==> src/rtl/reaction_round_sequencer_if.sv <==
// ==== reaction_round_sequencer_if : user strobes in, display/status out ====
// Rev 1.0
`default_nettype none

interface reaction_round_sequencer_if;
   logic        tick_1khz;
   logic        start_pulse;
   logic        stop_pulse;
   logic        recall_pulse;
   logic        stimulus_led;
   logic [2:0]  state_code;
   logic [13:0] time_ms;
   logic        time_valid;
   logic [13:0] best_ms;

   modport master (
      output tick_1khz, start_pulse, stop_pulse, recall_pulse,
      input  stimulus_led, state_code, time_ms, time_valid, best_ms
   );

   modport slave (
      input  tick_1khz, start_pulse, stop_pulse, recall_pulse,
      output stimulus_led, state_code, time_ms, time_valid, best_ms
   );
endinterface

`default_nettype wire

==> src/rtl/reaction_round_sequencer.sv <==
// ==== reaction_round_sequencer : random-delay reaction-time game round FSM ====
// Rev 1.0
`default_nettype none

module reaction_round_sequencer #(
   parameter int MIN_DELAY_MS = 1000,
   parameter int RAND_BITS    = 11,
   parameter int MAX_REACT_MS = 9999
) (
   input  wire logic clk,
   input  wire logic reset,
   reaction_round_sequencer_if.slave bus
);

   localparam int          DLY_W     = $clog2(MIN_DELAY_MS + (1 << RAND_BITS)) + 1;
   localparam logic [13:0] MAX_CNT   = 14'(MAX_REACT_MS);
   localparam logic [13:0] LAST_CNT  = 14'(MAX_REACT_MS - 1);
   localparam logic [15:0] LFSR_SEED = 16'hACE1;

   typedef enum logic [2:0] {
      IDLE       = 3'd0,
      ARM        = 3'd1,
      WAIT_REACT = 3'd2,
      RESULT     = 3'd3,
      EARLY      = 3'd4,
      TIMEOUT    = 3'd5,
      RECALL     = 3'd6
   } state_t;

   state_t           state;
   logic [15:0]      lfsr;
   logic             lfsr_fb;
   logic [DLY_W-1:0] delay_cnt;
   logic [DLY_W-1:0] delay_load;
   logic [13:0]      react_cnt;
   logic             stim_led;
   logic [13:0]      disp_ms;
   logic             valid;
   logic [13:0]      best;

   // Taps 16,14,13,11 in right-shift form: bit 0 is the oldest stage.
   assign lfsr_fb    = lfsr[0] ^ lfsr[2] ^ lfsr[3] ^ lfsr[5];
   assign delay_load = DLY_W'(MIN_DELAY_MS) + DLY_W'(lfsr[RAND_BITS-1:0]);

   always_ff @(posedge clk or negedge reset) begin
      if (!reset) begin
         lfsr <= LFSR_SEED;
      end else begin
         lfsr <= {lfsr_fb, lfsr[15:1]};
      end
   end

   always_ff @(posedge clk or negedge reset) begin
      if (!reset) begin
         state     <= IDLE;
         delay_cnt <= '0;
         react_cnt <= '0;
         stim_led  <= 1'b0;
         disp_ms   <= '0;
         valid     <= 1'b0;
         best      <= MAX_CNT;
      end else begin
         valid <= 1'b0;
         case (state)
            IDLE: begin
               if (bus.start_pulse) begin
                  state     <= ARM;
                  delay_cnt <= delay_load;
                  disp_ms   <= '0;
               end else if (bus.recall_pulse) begin
                  state   <= RECALL;
                  disp_ms <= best;
               end
            end

            ARM: begin
               // A press during the armed delay is a false start, even on a tick.
               if (bus.stop_pulse) begin
                  state   <= EARLY;
                  disp_ms <= '0;
               end else if (bus.tick_1khz) begin
                  if (delay_cnt <= DLY_W'(1)) begin
                     state     <= WAIT_REACT;
                     react_cnt <= '0;
                     stim_led  <= 1'b1;
                     disp_ms   <= '0;
                  end else begin
                     delay_cnt <= delay_cnt - DLY_W'(1);
                  end
               end
            end

            WAIT_REACT: begin
               if (bus.stop_pulse) begin
                  state    <= RESULT;
                  stim_led <= 1'b0;
                  disp_ms  <= react_cnt;
                  valid    <= 1'b1;
                  if (react_cnt < best) begin
                     best <= react_cnt;
                  end
               end else if (bus.tick_1khz) begin
                  if (react_cnt >= LAST_CNT) begin
                     state     <= TIMEOUT;
                     react_cnt <= MAX_CNT;
                     stim_led  <= 1'b0;
                     disp_ms   <= '0;
                  end else begin
                     react_cnt <= react_cnt + 14'd1;
                     disp_ms   <= react_cnt + 14'd1;
                  end
               end
            end

            RESULT, EARLY, TIMEOUT: begin
               if (bus.start_pulse) begin
                  state     <= ARM;
                  delay_cnt <= delay_load;
                  disp_ms   <= '0;
               end else if (bus.recall_pulse) begin
                  state   <= RECALL;
                  disp_ms <= best;
               end
            end

            RECALL: begin
               if (bus.start_pulse) begin
                  state     <= ARM;
                  delay_cnt <= delay_load;
                  disp_ms   <= '0;
               end else if (bus.recall_pulse) begin
                  state   <= IDLE;
                  disp_ms <= '0;
               end
            end

            default: begin
               state    <= IDLE;
               stim_led <= 1'b0;
               disp_ms  <= '0;
            end
         endcase
      end
   end

   assign bus.stimulus_led = stim_led;
   assign bus.state_code   = state;
   assign bus.time_ms      = disp_ms;
   assign bus.time_valid   = valid;
   assign bus.best_ms      = best;

endmodule

`default_nettype wire

==> src/flat_wrapper.sv <==
// flat-port wrapper written by rule: the top's interface ports become plain ports
module reaction_round_sequencer_flat 
#(
   parameter int MIN_DELAY_MS = 1000,
   parameter int RAND_BITS    = 11,
   parameter int MAX_REACT_MS = 9999
)
  (clk, reset, bus_tick_1khz, bus_start_pulse, bus_stop_pulse, bus_recall_pulse, bus_stimulus_led, bus_state_code, bus_time_ms, bus_time_valid, bus_best_ms);
  reaction_round_sequencer_if bus_i ();
  input  wire logic clk;
  input  wire logic reset;
  input wire logic [$bits(bus_i.tick_1khz)-1:0] bus_tick_1khz;
  input wire logic [$bits(bus_i.start_pulse)-1:0] bus_start_pulse;
  input wire logic [$bits(bus_i.stop_pulse)-1:0] bus_stop_pulse;
  input wire logic [$bits(bus_i.recall_pulse)-1:0] bus_recall_pulse;
  output wire logic [$bits(bus_i.stimulus_led)-1:0] bus_stimulus_led;
  output wire logic [$bits(bus_i.state_code)-1:0] bus_state_code;
  output wire logic [$bits(bus_i.time_ms)-1:0] bus_time_ms;
  output wire logic [$bits(bus_i.time_valid)-1:0] bus_time_valid;
  output wire logic [$bits(bus_i.best_ms)-1:0] bus_best_ms;
  assign bus_i.tick_1khz = bus_tick_1khz;
  assign bus_i.start_pulse = bus_start_pulse;
  assign bus_i.stop_pulse = bus_stop_pulse;
  assign bus_i.recall_pulse = bus_recall_pulse;
  assign bus_stimulus_led = bus_i.stimulus_led;
  assign bus_state_code = bus_i.state_code;
  assign bus_time_ms = bus_i.time_ms;
  assign bus_time_valid = bus_i.time_valid;
  assign bus_best_ms = bus_i.best_ms;
  reaction_round_sequencer #(.MIN_DELAY_MS(MIN_DELAY_MS), .RAND_BITS(RAND_BITS), .MAX_REACT_MS(MAX_REACT_MS)) u_core (.clk(clk), .reset(reset), .bus(bus_i));
endmodule
==> config.mk <==
export PLATFORM = sky130hd
export DESIGN_NAME = reaction_round_sequencer_flat
export DESIGN_NICKNAME = d
export VERILOG_FILES = /design/src/rtl/reaction_round_sequencer_if.sv /design/src/rtl/reaction_round_sequencer.sv /design/src/flat_wrapper.sv
export SDC_FILE = /design/constraint.sdc
export NUM_CORES = 1
export LEC_CHECK = 0
export CAP_MARGIN = 40
export CORE_ASPECT_RATIO = 1.4
export CORE_MARGIN = 3
export CORE_UTILIZATION = 30
export CTS_BUF_LIST = sky130_fd_sc_hd__clkbuf_4 sky130_fd_sc_hd__clkbuf_8
export DETAILED_ROUTE_END_ITERATION = 10
export HOLD_SLACK_MARGIN = 0.03
export PLACE_DENSITY = 0.58
export SLEW_MARGIN = 20
export SYNTH_ARGS = -nofsm -noshare
export SYNTH_HDL_FRONTEND = slang
export SYNTH_SLANG_ARGS = --single-unit
==> constraint.sdc <==
create_clock -name clk -period 3.1 [get_ports clk]
set_input_delay 0.465 -clock clk [delete_from_list [all_inputs] [get_ports clk]]
set_output_delay 0.465 -clock clk [all_outputs]
set_load 0.1 [all_outputs]
=== After elaboration in Yosys (flattened, before gate mapping) ===
Index checks and enable logic that the tools add are counted.

* Add/sub/neg operators: 3
* $lt $le $gt $ge: 3
* Equal/unequal tests: 19
* Mux-type cells: 41
* Bitwise gates (word level): 4
* Reduce and logical (&&, ||, !) cells: 11

{| class="wikitable"
|+ Operator list
! cell !! count
|-
| 14-bit two-way mux || 14
|-
| 14-bit one-hot mux with 4 select lines || 1
|-
| 13-bit two-way mux || 4
|-
| 3-bit two-way mux || 10
|-
| 14-bit one-hot mux with 2 select lines || 1
|-
| 13-bit one-hot mux with 2 select lines || 1
|-
| 6-bit AND reduction || 3
|-
| 14-bit by 1-bit adder with 14-bit output, second input constant || 1
|-
| 14-bit greater-or-equal comparator, second input constant || 1
|-
| 14-bit < comparator || 1
|-
| 13-bit by 1-bit less-or-equal comparator with 1-bit output, second input constant || 1
|-
| 13-bit by 1-bit subtractor with 13-bit output, second input constant || 1
|-
| 10-bit by 11-bit adder with 12-bit output, first input constant || 1
|-
| 3-bit one-hot mux with 4 select lines || 1
|-
| 2-bit inequality test, second input constant || 5
|-
| 5-bit AND reduction || 2
|-
| 3-bit equality test, second input constant || 3
|-
| 3-bit inequality test, second input constant || 3
|-
| 1-bit two-way mux || 8
|-
| 3-bit by 2-bit equality test with 1-bit output, second input constant || 2
|-
| 3-bit by 2-bit inequality test with 1-bit output, second input constant || 2
|-
| 5-bit OR reduction || 1
|-
| 2-bit by 1-bit inequality test with 1-bit output, second input constant || 2
|-
| 2-bit nonzero test || 2
|-
| other kinds (8) || 10
|}

* Register bits: 76
* Input port bits: 6
* Logic and storage cells: 89

=== Longest topological paths before layout ===
* Word-level depth: 5
* Depth in mapped cells: 10
* Depth with buffers taken out: 8

=== Least setup slack after synthesis ===
No wires, ideal clock.

* Path kind: flip-flop to flip-flop
* Start point: register u_core.best[3], in the netlist u_core.bus.best_ms[3]
* End point: register u_core.best[5], in the netlist u_core.bus.best_ms[5]
* Data arrival time: 2.706 ns
* Required time: 2.972 ns
* Path slack: 0.266 ns
* Stages on the path, launching flop included: 10
* Path buffers: 1
* Path through: dfstp_2 > inv_1 > ha_1 > a21o_1 > a211oi_1 > o21ai_1 > a221oi_1 > o211ai_1 > buf_2 > mux2_1

* Word-level cells in the longest chain between the ends: 2

{| class="wikitable"
|+ Ends and longest elaborated chain
! item !! RTL line !! RTL
|-
| from (decl) || reaction_round_sequencer.sv:39 || <nowiki>logic [13:0] best;</nowiki>
|-
| from (signal assigned) || reaction_round_sequencer.sv:100 || <nowiki>best <= react_cnt;</nowiki>
|-
| 14-bit < comparator || reaction_round_sequencer.sv:99 || <nowiki>if (react_cnt < best) begin</nowiki>
|-
| 3-bit AND reduction (no line) || - ||
|}

Every way passes these cells.
A chain may end at the register's enable or synchronous reset.

=== Final worst setup path ===
Same ends and word-level chain as after synthesis.

==> summary.md <==
| Metric | Value |
|---|---|
| Hold Vio Cnt, Final | `0` |
| Hold Crit Class | `input port to async pin` |
| Worst skew pair latency | `0.36 ns` |
| Outcome | `finished clean` |
| GRT Total Usage | `0.142` |
| Die Height | `approximately 150 um` |
| Cell Pwr Density | `842 nW/um^2` |
| Crit path DAT | `3.01 ns` |
| Post-DP HPWL | `about 7800 um` |
| Avg Vias per Cell | `between 5 and 6` |
| Fin crit period | `approximately 2.8 ns` |
| Seq cells post-synth | `76` |
| DRT iter0 DRCs | `~160` |
| Hold-fix buffer count after cts | `0` |
| Post-layout util | `0.359` |
| CTS tree | `done` |
| Synth Area in Adders | `0.0521` |
| WL final | `roughly 11000 um` |
| Post-CTS Setup Repair Bufs | `0` |
| Worst EP required | `~3.3 ns` |
| CTS root buf | `clkbuf_8` |
| Avg WL per Cell | `between 15 and 20 um` |
| Final std cells w/o fill | `677` |
| Post-Synth Simple-Gate Area | `0.181` |
| Final Setup Violations | `0` |
| Worst slew pin tran | `0.696 ns` |
| Vias | `around 3.6k` |
| Clk_skew | `approximately 0.014 ns` |
| Distinct cells, synth | `58` |
| Worst setup EP type | `flip-flop` |
| Synth-to-layout area growth | `16.4%` |
| Main synth FF type | `dfrtp_1` |
| Max-cap violations | `0` |
| Mapped Area | `~4300 sq um` |
| Setup TNS | `0 ns` |
| Core area | `between 10000 and 15000 sq um` |
| Crit path max fanout | `10` |
| Post-synthesis mux area share | `0.0434` |
| Warnings from Yosys | `0` |
| Post-synthesis net count | `roughly 480` |
| Main combinational cell family by area after synthesis | `compound AO/OA/AOI/OAI gates` |
| Htree depth | `3` |
| Final period util | `0.894` |
| Initial antenna violation count | `0` |
| Die area | `around 16000 sq um` |
| Total CTS buffers | `9` |
| Dpl cells | `roughly 660` |
| Slew Viols, Final | `0` |
| Residual DRC | `0` |
| VDD IR-drop max | `0.554 mV` |
| GR Overflow Total | `0` |
| ANT cells | `0` |
| Clk slew on worst S/H paths | `about 0.090 ns` |
| RSZ-0062 raised after global routing | `no` |
| Row count | `a little over 50` |
| Avg Cell Area, Syn | `between 9 and 10 sq um` |
| Compound-cell area share of the yosys netlist | `0.207` |
| Sequential area share after synthesis | `0.444` |
| Cell leakage power | `roughly 2.2 nW` |
| CP Launch Type | `flip-flop` |
| # nets final | `approximately 500` |
| FFs w/ async S/R, synth | `1.00` |
| Critical path class | `flip-flop to flip-flop` |
| # resized after CTS | `0` |
| Xor/xnor share of the synthesized area | `0.0243` |
| Number of synthesized flops with an enable pin | `0` |
| Most frequent cells in the layout | `dfrtp_1 (60), buf_4 (40), o21ai_1 (35)` |
| Port bufs | `38` |
| Synth area leader | `dfrtp_1` |
| Initial Utilization | `0.308` |
| I/O pin cnt | `39` |
| Most common cell after layout, fill and taps aside | `dfrtp_1` |
| Reg2reg path depth | `9` |
| Cell count after synthesis | `460` |
| Gpl congestion | `between 0.8 and 0.9` |
| First-pass DRT Iterations | `5` |
| Pin count of the biggest net entering global routing | `46` |
| Vias in the first global route | `around 3.7k` |
| Max_slew headroom | `0.536` |
| ANT nets after route | `0` |
| Share of layout cells above drive strength 1 | `0.171` |
| Die W | `about 110 um` |
| First-pass GRT wire length | `18300 um` |
| # clock sinks | `76` |
| Clock buffer depth | `2` |
| Fmax | `between 300 and 400 MHz` |
| Post-synth top area share | `0.347` |
| Synth top area cells | `dfrtp_1 (35%), dfstp_2 (9.7%), ha_1 (5.2%)` |
| Filler Cell Count | `1444` |
[metrics by stage]
stage          cell area [sq um]  hold slack [ns]  setup slack [ns]  total power [W]
2_1_floorplan               4330            0.169             0.266          0.00291
3_3_place_gp                4780            0.339             0.444          0.00334
3_5_place_dp                4810            0.340             0.338          0.00339
4_1_cts                     5040           0.0413             0.307          0.00429
5_1_grt                     5040           0.0647             0.118          0.00452
6_report                    5040           0.0384             0.328          0.00424
[layer usage]
metal / GRT usage / up-vias / routed length [um]
met2: 0.238 / 65 / 5470
met3: 0.0256 / 18 / 411
met1: 0.180 / 1770 / 4640
met4: 0.0550 / 0 / 199
met5: 0 / - / 0
li1: - / 1736 / -
[power by group]
group	total, W	leakage [nW]	internal [W]	switching (W)
clock	0.000873	0.110	0.000487	0.000386
combinational	0.00198	1.15	0.000613	0.00137
sequential	0.00138	0.961	0.00116	0.000226
[kinds of logic after synthesis]
| logic type | after synthesis |
|---|---|
| AOI/OAI and AO/OA | 139 |
| xor gates and xnor gates | 12 |
| adders and majority gates | 18 |
| buffers and inverters | 52 |
| DFF | 76 |
| muxes | 17 |
| and+or+nand+nor | 146 |
[synthesized netlist by cell type, types with 7 or more instances]
cell type  number
mux2_1         14
ha_1           18
and3_1          8
nand3_1        20
nor2_1         26
o21ai_0        19
nand2_1        33
o21ai_1        35
a21oi_1        22
inv_1          21
a21o_1          7
nor3_1         15
dfstp_2        16
buf_2           7
dfrtp_1        60
clkbuf_1       21
a221oi_1        9
xor2_1          7
[cell type report]
| class | count | area, sq um | share of cell area |
|---|---|---|---|
| multi-input cells | 332 | 2200 | 0.437 |
| clock inverters | 5 | 83.8 | 0.0166 |
| clock buffers | 11 | 145 | 0.0288 |
| flip-flops and latches | 76 | 1920 | 0.382 |
| inverters | 23 | 86.3 | 0.0171 |
| well taps | 185 | 231 | 0.0460 |
| repair buffers | 45 | 368 | 0.0730 |
[sequential cells by signal, summed over array words and instances, names as in the netlist]
| name | count |
|---|---|
| u_core.delay_cnt | 13 |
| u_core.bus.best_ms | 14 |
| u_core.bus.time_ms | 14 |
| u_core.lfsr | 16 |
| u_core.bus.stimulus_led | 1 |
| u_core.bus.state_code | 3 |
| u_core.bus.time_valid | 1 |
| u_core.react_cnt | 14 |
[worst max-delay path, stage by stage (launching register included)]
cell      delay, ns
dfstp_2        0.57
inv_1          0.05
ha_1           0.30
a21o_1         0.16
a211oi_1       0.23
o21ai_1        0.13
a221oi_1       0.35
o211ai_1       0.27
buf_4          0.28
mux2_1         0.33
[worst paths after layout]
path,from,endpoint,slack (ns)
min,reset,u_core.bus.time_ms[4]$_DFFE_PN0P_,0.04
min in group clk,u_core.lfsr[12]$_DFF_PN0_,u_core.lfsr[11]$_DFF_PN1_,0.36
max in group asynchronous,reset,u_core.lfsr[0]$_DFF_PN1_,2.42
min reg2reg,u_core.lfsr[12]$_DFF_PN0_,u_core.lfsr[11]$_DFF_PN1_,0.36
max reg2reg,u_core.bus.best_ms[3]$_DFFE_PN1P_,u_core.bus.best_ms[5]$_DFFE_PN0P_,0.33
max,u_core.bus.best_ms[3]$_DFFE_PN1P_,u_core.bus.best_ms[5]$_DFFE_PN0P_,0.33
Note: power is estimated with default switching activity, not from simulation.
